$ cat src/rtl/trace_pkg.sv
// Shared types for the core run controller and its trace ring.
// Halt-cause codes, FSM state encoding and the default-width trace entry layout.
package trace_pkg;

    localparam logic [1:0] HC_NONE  = 2'd0;
    localparam logic [1:0] HC_LIMIT = 2'd1;
    localparam logic [1:0] HC_BP    = 2'd2;
    localparam logic [1:0] HC_STOP  = 2'd3;

    typedef enum logic [2:0] {
        ST_IDLE,
        ST_RUN,
        ST_STEP_WAIT,
        ST_STEP,
        ST_HALT
    } state_t;

    localparam int TRACE_PC_W   = 8;
    localparam int TRACE_DATA_W = 32;

    // Default-width entry; modules with other widths build the same {pc, result} layout locally.
    typedef struct packed {
        logic [TRACE_PC_W-1:0]   pc;
        logic [TRACE_DATA_W-1:0] result;
    } trace_entry_t;

endpackage

$ cat src/rtl/core_trace_unit_if.sv
// Control, core-sample and trace read-port signals of core_trace_unit.
// master drives controls and core samples; slave is the trace unit itself.
interface core_trace_unit_if #(
    parameter int DATA_W = 32,
    parameter int PC_W   = 8,
    parameter int DEPTH  = 16,
    parameter int CNT_W  = 16
);
    logic                     start;
    logic                     stop;
    logic                     step_mode;
    logic                     step;
    logic                     bp_en;
    logic [PC_W-1:0]          bp_pc;
    logic [PC_W-1:0]          pc_in;
    logic [DATA_W-1:0]        result_in;
    logic                     core_en;
    logic                     rd_en;
    logic                     rd_valid;
    logic [PC_W-1:0]          rd_pc;
    logic [DATA_W-1:0]        rd_result;
    logic [$clog2(DEPTH):0]   count;
    logic                     overflow;
    logic                     halted;
    logic [1:0]               halt_cause;
    logic [CNT_W-1:0]         cycle_cnt;

    modport master (
        output start, stop, step_mode, step, bp_en, bp_pc, pc_in, result_in, rd_en,
        input  core_en, rd_valid, rd_pc, rd_result, count, overflow, halted, halt_cause, cycle_cnt
    );

    modport slave (
        input  start, stop, step_mode, step, bp_en, bp_pc, pc_in, result_in, rd_en,
        output core_en, rd_valid, rd_pc, rd_result, count, overflow, halted, halt_cause, cycle_cnt
    );
endinterface

$ cat src/rtl/trace_ring.sv
// Circular trace buffer; a write when full overwrites the oldest entry and sets overflow.
// Read latency 1 cycle; never backpressures: reads on empty are dropped, writes always land.
module trace_ring #(
    parameter int  DEPTH   = 16,
    parameter type entry_t = logic [39:0],
    localparam int AW      = $clog2(DEPTH)
) (
    input  logic        clk,
    input  logic        reset,
    input  logic        clr,
    input  logic        wr_en,
    input  entry_t      wr_dat,
    input  logic        rd_en,
    output logic        rd_vld,
    output entry_t      rd_dat,
    output logic [AW:0] count,
    output logic        overflow
);

    entry_t        mem [DEPTH];
    logic [AW-1:0] wp;
    logic [AW-1:0] rp;
    logic          full;
    logic          empty;
    logic          rd_ok;

    assign full  = (count == (AW+1)'(DEPTH));
    assign empty = (count == '0);
    assign rd_ok = rd_en && !empty;

    always_ff @(posedge clk) begin
        if (wr_en) begin
            mem[wp] <= wr_dat;
        end
    end

    always_ff @(posedge clk) begin
        if (reset) begin
            wp       <= '0;
            rp       <= '0;
            count    <= '0;
            overflow <= 1'b0;
            rd_vld   <= 1'b0;
            rd_dat   <= '0;
        end else if (clr) begin
            wp       <= '0;
            rp       <= '0;
            count    <= '0;
            overflow <= 1'b0;
            rd_vld   <= 1'b0;
        end else begin
            rd_vld <= rd_ok;
            if (rd_ok) begin
                rd_dat <= mem[rp];
            end
            if (wr_en) begin
                wp <= wp + AW'(1);
            end
            // When full, wp == rp: a pop reads the old slot before the write replaces it.
            if (rd_ok || (wr_en && full)) begin
                rp <= rp + AW'(1);
            end
            if (wr_en && full && !rd_ok) begin
                overflow <= 1'b1;
            end
            if (wr_en && !full && !rd_ok) begin
                count <= count + (AW+1)'(1);
            end else if (!wr_en && rd_ok) begin
                count <= count - (AW+1)'(1);
            end
        end
    end

endmodule

$ cat src/rtl/core_trace_unit.sv
// Run controller gating the core clock-enable (free run / step / breakpoint / cycle limit) plus trace capture.
// core_en registered, first high the cycle after start; trace read latency 1 cycle; no backpressure on capture.
module core_trace_unit
    import trace_pkg::*;
#(
    parameter int DATA_W     = TRACE_DATA_W,
    parameter int PC_W       = TRACE_PC_W,
    parameter int DEPTH      = 16,
    parameter int CNT_W      = 16,
    parameter int MAX_CYCLES = 11
) (
    input  logic              clk,
    input  logic              reset,
    core_trace_unit_if.slave  tif
);

    typedef struct packed {
        logic [PC_W-1:0]   pc;
        logic [DATA_W-1:0] result;
    } entry_t;

    localparam logic [CNT_W-1:0] LIMIT = CNT_W'(MAX_CYCLES);

    state_t           state;
    state_t           state_nxt;
    logic [1:0]       cause_nxt;
    logic [CNT_W-1:0] cnt_inc;
    logic             capture;
    logic             arm;
    logic             bp_hit;
    logic             lim_hit;
    entry_t           wr_dat;
    entry_t           rd_dat;

    assign capture = (state == ST_RUN) || (state == ST_STEP);
    assign arm     = tif.start && ((state == ST_IDLE) || (state == ST_HALT));
    assign cnt_inc = (&tif.cycle_cnt) ? tif.cycle_cnt : tif.cycle_cnt + CNT_W'(1);
    assign bp_hit  = tif.bp_en && (tif.pc_in == tif.bp_pc);
    assign lim_hit = (MAX_CYCLES != 0) && (cnt_inc == LIMIT);
    assign tif.halted = (state == ST_HALT);

    always_comb begin
        state_nxt = state;
        cause_nxt = tif.halt_cause;
        case (state)
            ST_IDLE, ST_HALT: begin
                if (tif.start) begin
                    state_nxt = tif.step_mode ? ST_STEP_WAIT : ST_RUN;
                    cause_nxt = HC_NONE;
                end
            end
            ST_RUN, ST_STEP: begin
                // Halting sample is still written; cause priority bp > limit > stop.
                if (bp_hit) begin
                    state_nxt = ST_HALT;
                    cause_nxt = HC_BP;
                end else if (lim_hit) begin
                    state_nxt = ST_HALT;
                    cause_nxt = HC_LIMIT;
                end else if (tif.stop) begin
                    state_nxt = ST_HALT;
                    cause_nxt = HC_STOP;
                end else if (state == ST_STEP) begin
                    state_nxt = ST_STEP_WAIT;
                end
            end
            ST_STEP_WAIT: begin
                if (tif.stop) begin
                    state_nxt = ST_HALT;
                    cause_nxt = HC_STOP;
                end else if (tif.step) begin
                    state_nxt = ST_STEP;
                end
            end
            default: state_nxt = ST_IDLE;
        endcase
    end

    always_ff @(posedge clk) begin
        if (reset) begin
            state          <= ST_IDLE;
            tif.core_en    <= 1'b0;
            tif.halt_cause <= HC_NONE;
            tif.cycle_cnt  <= '0;
        end else begin
            state          <= state_nxt;
            tif.core_en    <= (state_nxt == ST_RUN) || (state_nxt == ST_STEP);
            tif.halt_cause <= cause_nxt;
            if (arm) begin
                tif.cycle_cnt <= '0;
            end else if (capture) begin
                tif.cycle_cnt <= cnt_inc;
            end
        end
    end

    assign wr_dat = '{pc: tif.pc_in, result: tif.result_in};

    trace_ring #(
        .DEPTH   (DEPTH),
        .entry_t (entry_t)
    ) u_ring (
        .clk      (clk),
        .reset    (reset),
        .clr      (arm),
        .wr_en    (capture),
        .wr_dat   (wr_dat),
        .rd_en    (tif.rd_en),
        .rd_vld   (tif.rd_valid),
        .rd_dat   (rd_dat),
        .count    (tif.count),
        .overflow (tif.overflow)
    );

    assign tif.rd_pc     = rd_dat.pc;
    assign tif.rd_result = rd_dat.result;

endmodule

$ cat src/flat_wrapper.sv
// flat-port wrapper written by rule: the top's interface ports become plain ports
module core_trace_unit_flat import trace_pkg::*;
#(
    parameter int DATA_W     = TRACE_DATA_W,
    parameter int PC_W       = TRACE_PC_W,
    parameter int DEPTH      = 16,
    parameter int CNT_W      = 16,
    parameter int MAX_CYCLES = 11
)
  (clk, reset, tif_start, tif_stop, tif_step_mode, tif_step, tif_bp_en, tif_bp_pc, tif_pc_in, tif_result_in, tif_rd_en, tif_core_en, tif_rd_valid, tif_rd_pc, tif_rd_result, tif_count, tif_overflow, tif_halted, tif_halt_cause, tif_cycle_cnt);
  core_trace_unit_if #(.DATA_W(DATA_W), .PC_W(PC_W), .DEPTH(DEPTH), .CNT_W(CNT_W)) tif_i ();
  input  logic clk;
  input  logic reset;
  input wire logic [$bits(tif_i.start)-1:0] tif_start;
  input wire logic [$bits(tif_i.stop)-1:0] tif_stop;
  input wire logic [$bits(tif_i.step_mode)-1:0] tif_step_mode;
  input wire logic [$bits(tif_i.step)-1:0] tif_step;
  input wire logic [$bits(tif_i.bp_en)-1:0] tif_bp_en;
  input wire logic [$bits(tif_i.bp_pc)-1:0] tif_bp_pc;
  input wire logic [$bits(tif_i.pc_in)-1:0] tif_pc_in;
  input wire logic [$bits(tif_i.result_in)-1:0] tif_result_in;
  input wire logic [$bits(tif_i.rd_en)-1:0] tif_rd_en;
  output wire logic [$bits(tif_i.core_en)-1:0] tif_core_en;
  output wire logic [$bits(tif_i.rd_valid)-1:0] tif_rd_valid;
  output wire logic [$bits(tif_i.rd_pc)-1:0] tif_rd_pc;
  output wire logic [$bits(tif_i.rd_result)-1:0] tif_rd_result;
  output wire logic [$bits(tif_i.count)-1:0] tif_count;
  output wire logic [$bits(tif_i.overflow)-1:0] tif_overflow;
  output wire logic [$bits(tif_i.halted)-1:0] tif_halted;
  output wire logic [$bits(tif_i.halt_cause)-1:0] tif_halt_cause;
  output wire logic [$bits(tif_i.cycle_cnt)-1:0] tif_cycle_cnt;
  assign tif_i.start = tif_start;
  assign tif_i.stop = tif_stop;
  assign tif_i.step_mode = tif_step_mode;
  assign tif_i.step = tif_step;
  assign tif_i.bp_en = tif_bp_en;
  assign tif_i.bp_pc = tif_bp_pc;
  assign tif_i.pc_in = tif_pc_in;
  assign tif_i.result_in = tif_result_in;
  assign tif_i.rd_en = tif_rd_en;
  assign tif_core_en = tif_i.core_en;
  assign tif_rd_valid = tif_i.rd_valid;
  assign tif_rd_pc = tif_i.rd_pc;
  assign tif_rd_result = tif_i.rd_result;
  assign tif_count = tif_i.count;
  assign tif_overflow = tif_i.overflow;
  assign tif_halted = tif_i.halted;
  assign tif_halt_cause = tif_i.halt_cause;
  assign tif_cycle_cnt = tif_i.cycle_cnt;
  core_trace_unit #(.DATA_W(DATA_W), .PC_W(PC_W), .DEPTH(DEPTH), .CNT_W(CNT_W), .MAX_CYCLES(MAX_CYCLES)) u_core (.clk(clk), .reset(reset), .tif(tif_i));
endmodule
$ cat config.mk
export PLATFORM = sky130hd
export DESIGN_NAME = core_trace_unit_flat
export DESIGN_NICKNAME = d
export VERILOG_FILES = /design/src/rtl/trace_pkg.sv /design/src/rtl/core_trace_unit_if.sv /design/src/rtl/trace_ring.sv /design/src/rtl/core_trace_unit.sv /design/src/flat_wrapper.sv
export SDC_FILE = /design/constraint.sdc
export NUM_CORES = 1
export LEC_CHECK = 0
export CAP_MARGIN = 20
export CORE_UTILIZATION = 30
export CTS_BUF_LIST = sky130_fd_sc_hd__clkbuf_4 sky130_fd_sc_hd__clkbuf_8 sky130_fd_sc_hd__clkbuf_16
export DETAILED_ROUTE_END_ITERATION = 10
export SLEW_MARGIN = 20
export SYNTH_ARGS = -nofsm -noshare
export SYNTH_HDL_FRONTEND = slang
export SYNTH_SLANG_ARGS = --single-unit
$ cat constraint.sdc
create_clock -name clk -period 14.4 [get_ports clk]
set_clock_uncertainty 0.05 [all_clocks]
set_input_delay 2.88 -clock clk [delete_from_list [all_inputs] [get_ports clk]]
set_output_delay 2.88 -clock clk [all_outputs]
set_load 0.03 [all_outputs]
Word level (Yosys, flattened, before mapping)
Memory sizes are Yosys's and may differ from the RTL's. A register that Yosys moved wholly into a read port is not among the register bits.
Index checks and enable logic that the tools add are counted.
- register bits after elaboration: 37
- memory bits (writable): 640
- bits of input ports: 56
- output and inout bits: 67
- word-level logic and storage cells: 71
- memories kept: 1
- add/subtract/negate cells: 5
- equality and inequality tests: 10
- muxes and demuxes: 19
- bitwise operators: 1
- reductions and logical operators: 26
- memories (name ; words ; bits a word ; rd ports ; clocked after memory_dff ; wr ports ; line ; RTL):
    u_core.u_ring.mem ; 16 ; 40 ; 1 ; 1 ; 1 ; trace_ring.sv:20 ; entry_t mem [DEPTH];
- operators with widths (operator ; count):
    2-to-1 mux 3 bit ; 7
    adder 16 x 1 -> 16 bit (second input constant) ; 1
    equality test 16 x 4 -> 1 bit (second input constant) ; 1
    2-to-1 mux 16 bit ; 1
    AND reduction 16 bit ; 1
    2-to-1 mux 2 bit ; 5
    2-to-1 mux 5 bit ; 2
    equality test 3 x 2 -> 1 bit (second input constant) ; 3
    one-hot mux 3 bit (3 select lines) ; 1
    adder 4 x 1 -> 4 bit (second input constant) ; 2
    equality test 8 bit ; 1
    logical AND 1 bit ; 8
    equality test 3 x 1 -> 1 bit (second input constant) ; 2
    one-hot mux 2 bit (3 select lines) ; 1
    OR reduction 2 bit ; 3
    adder 5 x 1 -> 5 bit (second input constant) ; 1
    equality test 5 bit (second input constant) ; 1
    zero test 5 bit ; 1
    subtractor 5 x 1 -> 5 bit (second input constant) ; 1
    zero test 1 bit ; 4
    logical OR 1 bit ; 4
    AND reduction 2 bit ; 2
    equality test 3 bit (second input constant) ; 1
    zero test 3 bit ; 1
    5 further kinds ; 6

Logic depth before layout (Yosys ltp)
- word-level depth: 8
- mapped depth: 10
- mapped depth without buffers: 10

Cells and area by module
Synthesis repeated with hierarchy kept, for this count alone.
- cell total of the unflattened synthesis: 1468
- area, all modules: 27981.8 um^2
- modules (own cells, without submodules) (module ; instances ; cells each ; area each (um^2) ; sequential area each (um^2)):
    trace_ring ; 1 ; 1285 ; 26502.9 ; 20319.5
    core_trace_unit ; 1 ; 183 ; 1478.9 ; 440.4

Worst setup path before layout
Ideal clock, no wire load.
- kind: input port to flip-flop
- from: in tif_rd_en
- to: reg u_core.u_ring.count[4]
- library setup time: 0.075 ns
- arrival time: 4.657 ns
- required time: 14.275 ns
- slack: 9.618 ns
- stages on the path: 9
- path buffers: 1
- path through: clkbuf_1 nor2_1 o21ai_0 ha_1 a21o_1 a21o_1 o32ai_1 nand2b_1 a31oi_1
- cells in the longest elaborated chain, start to end: 4
- elaborated cells between the ends (all ways): 6
- classes of those cells: 1 x mux; 5 x reduce/logical
- RTL lines (element ; line ; RTL):
    from (decl) ; flat_wrapper.sv:22 ; input wire logic [$bits(tif_i.rd_en)-1:0] tif_rd_en;
    logical AND 1 bit (*) ; trace_ring.sv:29 ; assign rd_ok = rd_en && !empty;
    zero test 1 bit ; trace_ring.sv:66 ; if (wr_en && !full && !rd_ok) begin
    logical AND 1 bit ; trace_ring.sv:66 ;
    2-to-1 mux 5 bit / nonzero test 2 bit (equally long branches) ; - ;
    to (signal assigned) ; trace_ring.sv:67 ; count <= count + (AW+1)'(1);
    to (signal assigned) ; trace_ring.sv:69 ; count <= count - (AW+1)'(1);
    to (decl) ; trace_ring.sv:16 ; output logic [AW:0] count,
Mark *: on every way between the ends. The rest lies on a longest branch, timed or not.
A chain may end at the register's enable or synchronous reset.

Worst setup path in the final report
- from: in tif_pc_in[7]
- to: reg u_core.tif.halt_cause[0]
- cells in the longest elaborated chain, start to end: 4
- RTL lines (element ; line ; RTL):
    from (decl) ; flat_wrapper.sv:20 ; input wire logic [$bits(tif_i.pc_in)-1:0] tif_pc_in;
    equality test 8 bit ; core_trace_unit.sv:38 ; assign bp_hit = tif.bp_en && (tif.pc_in == tif.bp_pc);
    logical AND 1 bit ; core_trace_unit.sv:38 ;
    2-to-1 mux 2 bit ; core_trace_unit.sv:54 ; if (bp_hit) begin
    one-hot mux 2 bit (3 select lines) ; core_trace_unit.sv:45 ; case (state)
    to (signal assigned) ; core_trace_unit.sv:88 ; tif.halt_cause <= cause_nxt;
    to (decl) ; core_trace_unit_if.sv:35 ; output core_en, rd_valid, rd_pc, rd_result, count, overflow, halted, halt_cause, cycle_cnt
Every way passes these cells.

==> run summary <==
Synth Area in Simple Gates - 3.906%
setup TNS - 0 ns
R2R Path End - u_core.u_ring.rd_dat[16]
reg-to-reg slack, setup - 10.17 ns
Avg WL per Cell - 23.85 um
post-synthesis sequential area ratio - 75.09%
layout cell share with drive strength beyond 1 - 24.52%
Synth warnings - 0
Worst-Skew Late Latency - 0.65 ns
Starting Density - 30.48%
Crit-path slowest cell - xnor2_1
hold-critical path depth - 2
main combinational cell family by area after synthesis - multiplexers
syn avg cell area - 20.30 um^2
crit path DAT - 5.53 ns
Final nets - 1579
cell area after synthesis - 27650 um^2
placed cell count - 2611
Final ANT Viol Nets - 0
CP cell instances - clkdlybuf4s50_1 -> xnor2_1 -> nand3_1 -> nor3_2 -> nand2b_1 -> a21oi_1 -> o211a_1
placed inst area - 30380 um^2
Syn Inst Count - 1362
adder-cell share of the synthesized area - 0.4797%
overall routing resource usage - 14.10%
root buf cell - clkbuf_16
dpl ws - 8.516 ns
number of distinct library cells after synthesis - 53
Worst Hold Class - reg2reg
Critical Path Start Type - input pin
worst r2r src - u_core.u_ring.rp[0]
post-synth net total - 1428
initial antenna violation count - 7
DRT Pass-1 Iters - 5
Final Routed Wirelength - 65640 um
Crit path required time - 14.88 ns
max capacitance violation total - 0
most common cell after layout, fill and taps aside - edfxtp_1
period utilization - 35.06%
vias in the first global route - 14440
Clk pin slew, worst setup/hold paths - 0.06 ns
largest net degree at the start of global routing - 63
Async S/R FF share, synth - 0%
Worst setup EP type - flip-flop
Area contributors post-synth - edfxtp_1 70%, mux4_2 16%, dfxtp_1 5.6%
die width - 305.6 um
Peak VDD IR - 0.00009322 V
Core Footprint - 90700 um^2
Total Power - 5.038 mW
Reg2Reg Depth - 6
beginning of the critical path - tif_pc_in[7]
Die Footprint - 93380 um^2
register bit total from synthesis - 717
global route overflow - 0
Leak Pwr - 9.868 nW
CTS Hold Bufs - 0
first-pass GRT wire length - 96750 um
Worst path max stage delay - 0.70 ns
Least-Margin Pin Slew - 1.071 ns
Critical Path Fanout Max - 17
mux contribution to synthesized area - 16.55%
port bufs - 122
most frequent cells in the layout - 640 x edfxtp_1, 200 x mux4_2, 121 x clkdlybuf4s50_1
Filler Cells Inserted - 8187
Post-CTS Setup Inserts - 0
row cnt - 110
worst relative slew slack - 28.46%
worst setup path end - u_core.tif.halt_cause[0]
Cell Count, Final, Fillers Out - 2752
pwr dens - 152.7 nW/um^2
H-tree Lvls - 3
Finished Cell Area - 33000 um^2
Clock Tree Buf Depth - 3
Post-Route Utilization - 36.38%
hpwl dp - 33940 um
critical path class - in2reg
Yosys top cell by area - edfxtp_1
XOR/XNOR Fraction of Synth Area - 0.9187%
post-synth top area share - 69.51%
Num CTS Buffers - 76
Max Fclk - 198.1 MHz
Die Ht - 305.6 um
TritonCTS clock tree - done
cells resized by post-CTS repair - 0
Fin. Hold Viols - 0
Final Slew Violations - 0
Initial DRC Count - 1096
detail-routed via count per cell - 4.951
synthesis-to-finish area growth - 19.35%
status - finished clean
compound-cell area share of the yosys netlist - 1.874%
I/O pin count - 123
RSZ-0062 raised after global routing - no
Setup-failing EPs final - 0
number of synthesized flops with an enable pin - 640
Final Critical Period - 5.048 ns
leading register cell type out of synthesis - edfxtp_1
drt drc - 0
Final WS setup - 9.352 ns
clock sinks - 717
hold_ws - 0.4039 ns
routability cong. - 0.7724
routed via count - 13630
==> critical path, delay by kind of cell <==
kind | cells | cell delay, ns
AND/OR/NAND/NOR | 3 | 0.98
XOR/XNOR | 1 | 0.70
buffers and inverters | 1 | 0.69
AO/OA/AOI/OAI | 2 | 0.26
==> sequential cells by signal, summed over array words and instances, names as in the netlist <==
signal and cells:
u_core.u_ring.mem 640, u_core.u_ring.rd_dat 40, u_core.tif.cycle_cnt 16, u_core.u_ring.count 5, u_core.u_ring.rp 4, u_core.u_ring.wp 4, u_core.state 3, u_core.tif.halt_cause 2
u_core.tif.core_en 1, u_core.u_ring.overflow 1, u_core.u_ring.rd_vld 1
==> layout make-up <==
class / instances / area [um^2] / share of cell area (%)
Clock buffer: 97 / 2085 / 6.317
Clock inverter: 42 / 524.3 / 1.589
Inverter: 6 / 22.52 / 0.06825
Tap cell: 1176 / 1471 / 4.459
Timing Repair Buffer: 150 / 1426 / 4.323
Sequential cell: 717 / 20770 / 62.96
Multi-Input combinational cell: 562 / 6688 / 20.27
Antenna cell: 2 / 5.005 / 0.01517
==> logic make-up after synthesis <==
group / Yosys count
simple gates: 231
flops: 717
compound gates: 85
buf+inv: 83
xor+xnor: 29
fa+ha+maj: 10
mux: 207
==> synthesized netlist by cell type, types with 10 or more instances <==
cell and instances:
a21oi_1 50, buf_1 10, buf_2 13, clkbuf_1 53
dfxtp_1 77, edfxtp_1 640, mux4_2 200, nand2_1 103
nor2_1 59, nor3_1 16, xnor2_1 19, xor2_1 10
==> worst min path at each step <==
stage | start | endpoint | slack (ns)
2_1_floorplan | u_core.u_ring.wp[1] | u_core.u_ring.wp[1] | 0.43
3_3_place_gp | u_core.u_ring.rd_dat[16] | u_core.u_ring.rd_dat[16] | 0.39
3_5_place_dp | u_core.u_ring.rd_dat[29] | u_core.u_ring.rd_dat[29] | 0.40
4_1_cts | u_core.u_ring.rd_dat[29] | u_core.u_ring.rd_dat[29] | 0.41
5_1_grt | u_core.u_ring.rd_dat[33] | u_core.u_ring.rd_dat[33] | 0.42
6_report | u_core.u_ring.rd_dat[29] | u_core.u_ring.rd_dat[29] | 0.40
==> metal layers <==
metal | track usage [%] | wire length, um
met5 | 0 | 88
met4 | 4.277 | 1293
met1 | 18.50 | 28530
met2 | 23.31 | 32150
met3 | 3.120 | 3578
==> power breakdown <==
| part | leakage, nW | total [mW] | switching [mW] | internal [mW] |
|---|---|---|---|---|
| clock | 1.27 | 1.99 | 0.835 | 1.15 |
| combinational | 2.21 | 0.677 | 0.389 | 0.287 |
| sequential | 6.38 | 2.37 | 0.0523 | 2.32 |
| total | 9.87 | 5.04 | 1.28 | 3.76 |
Power figures use the tool's default switching activity.
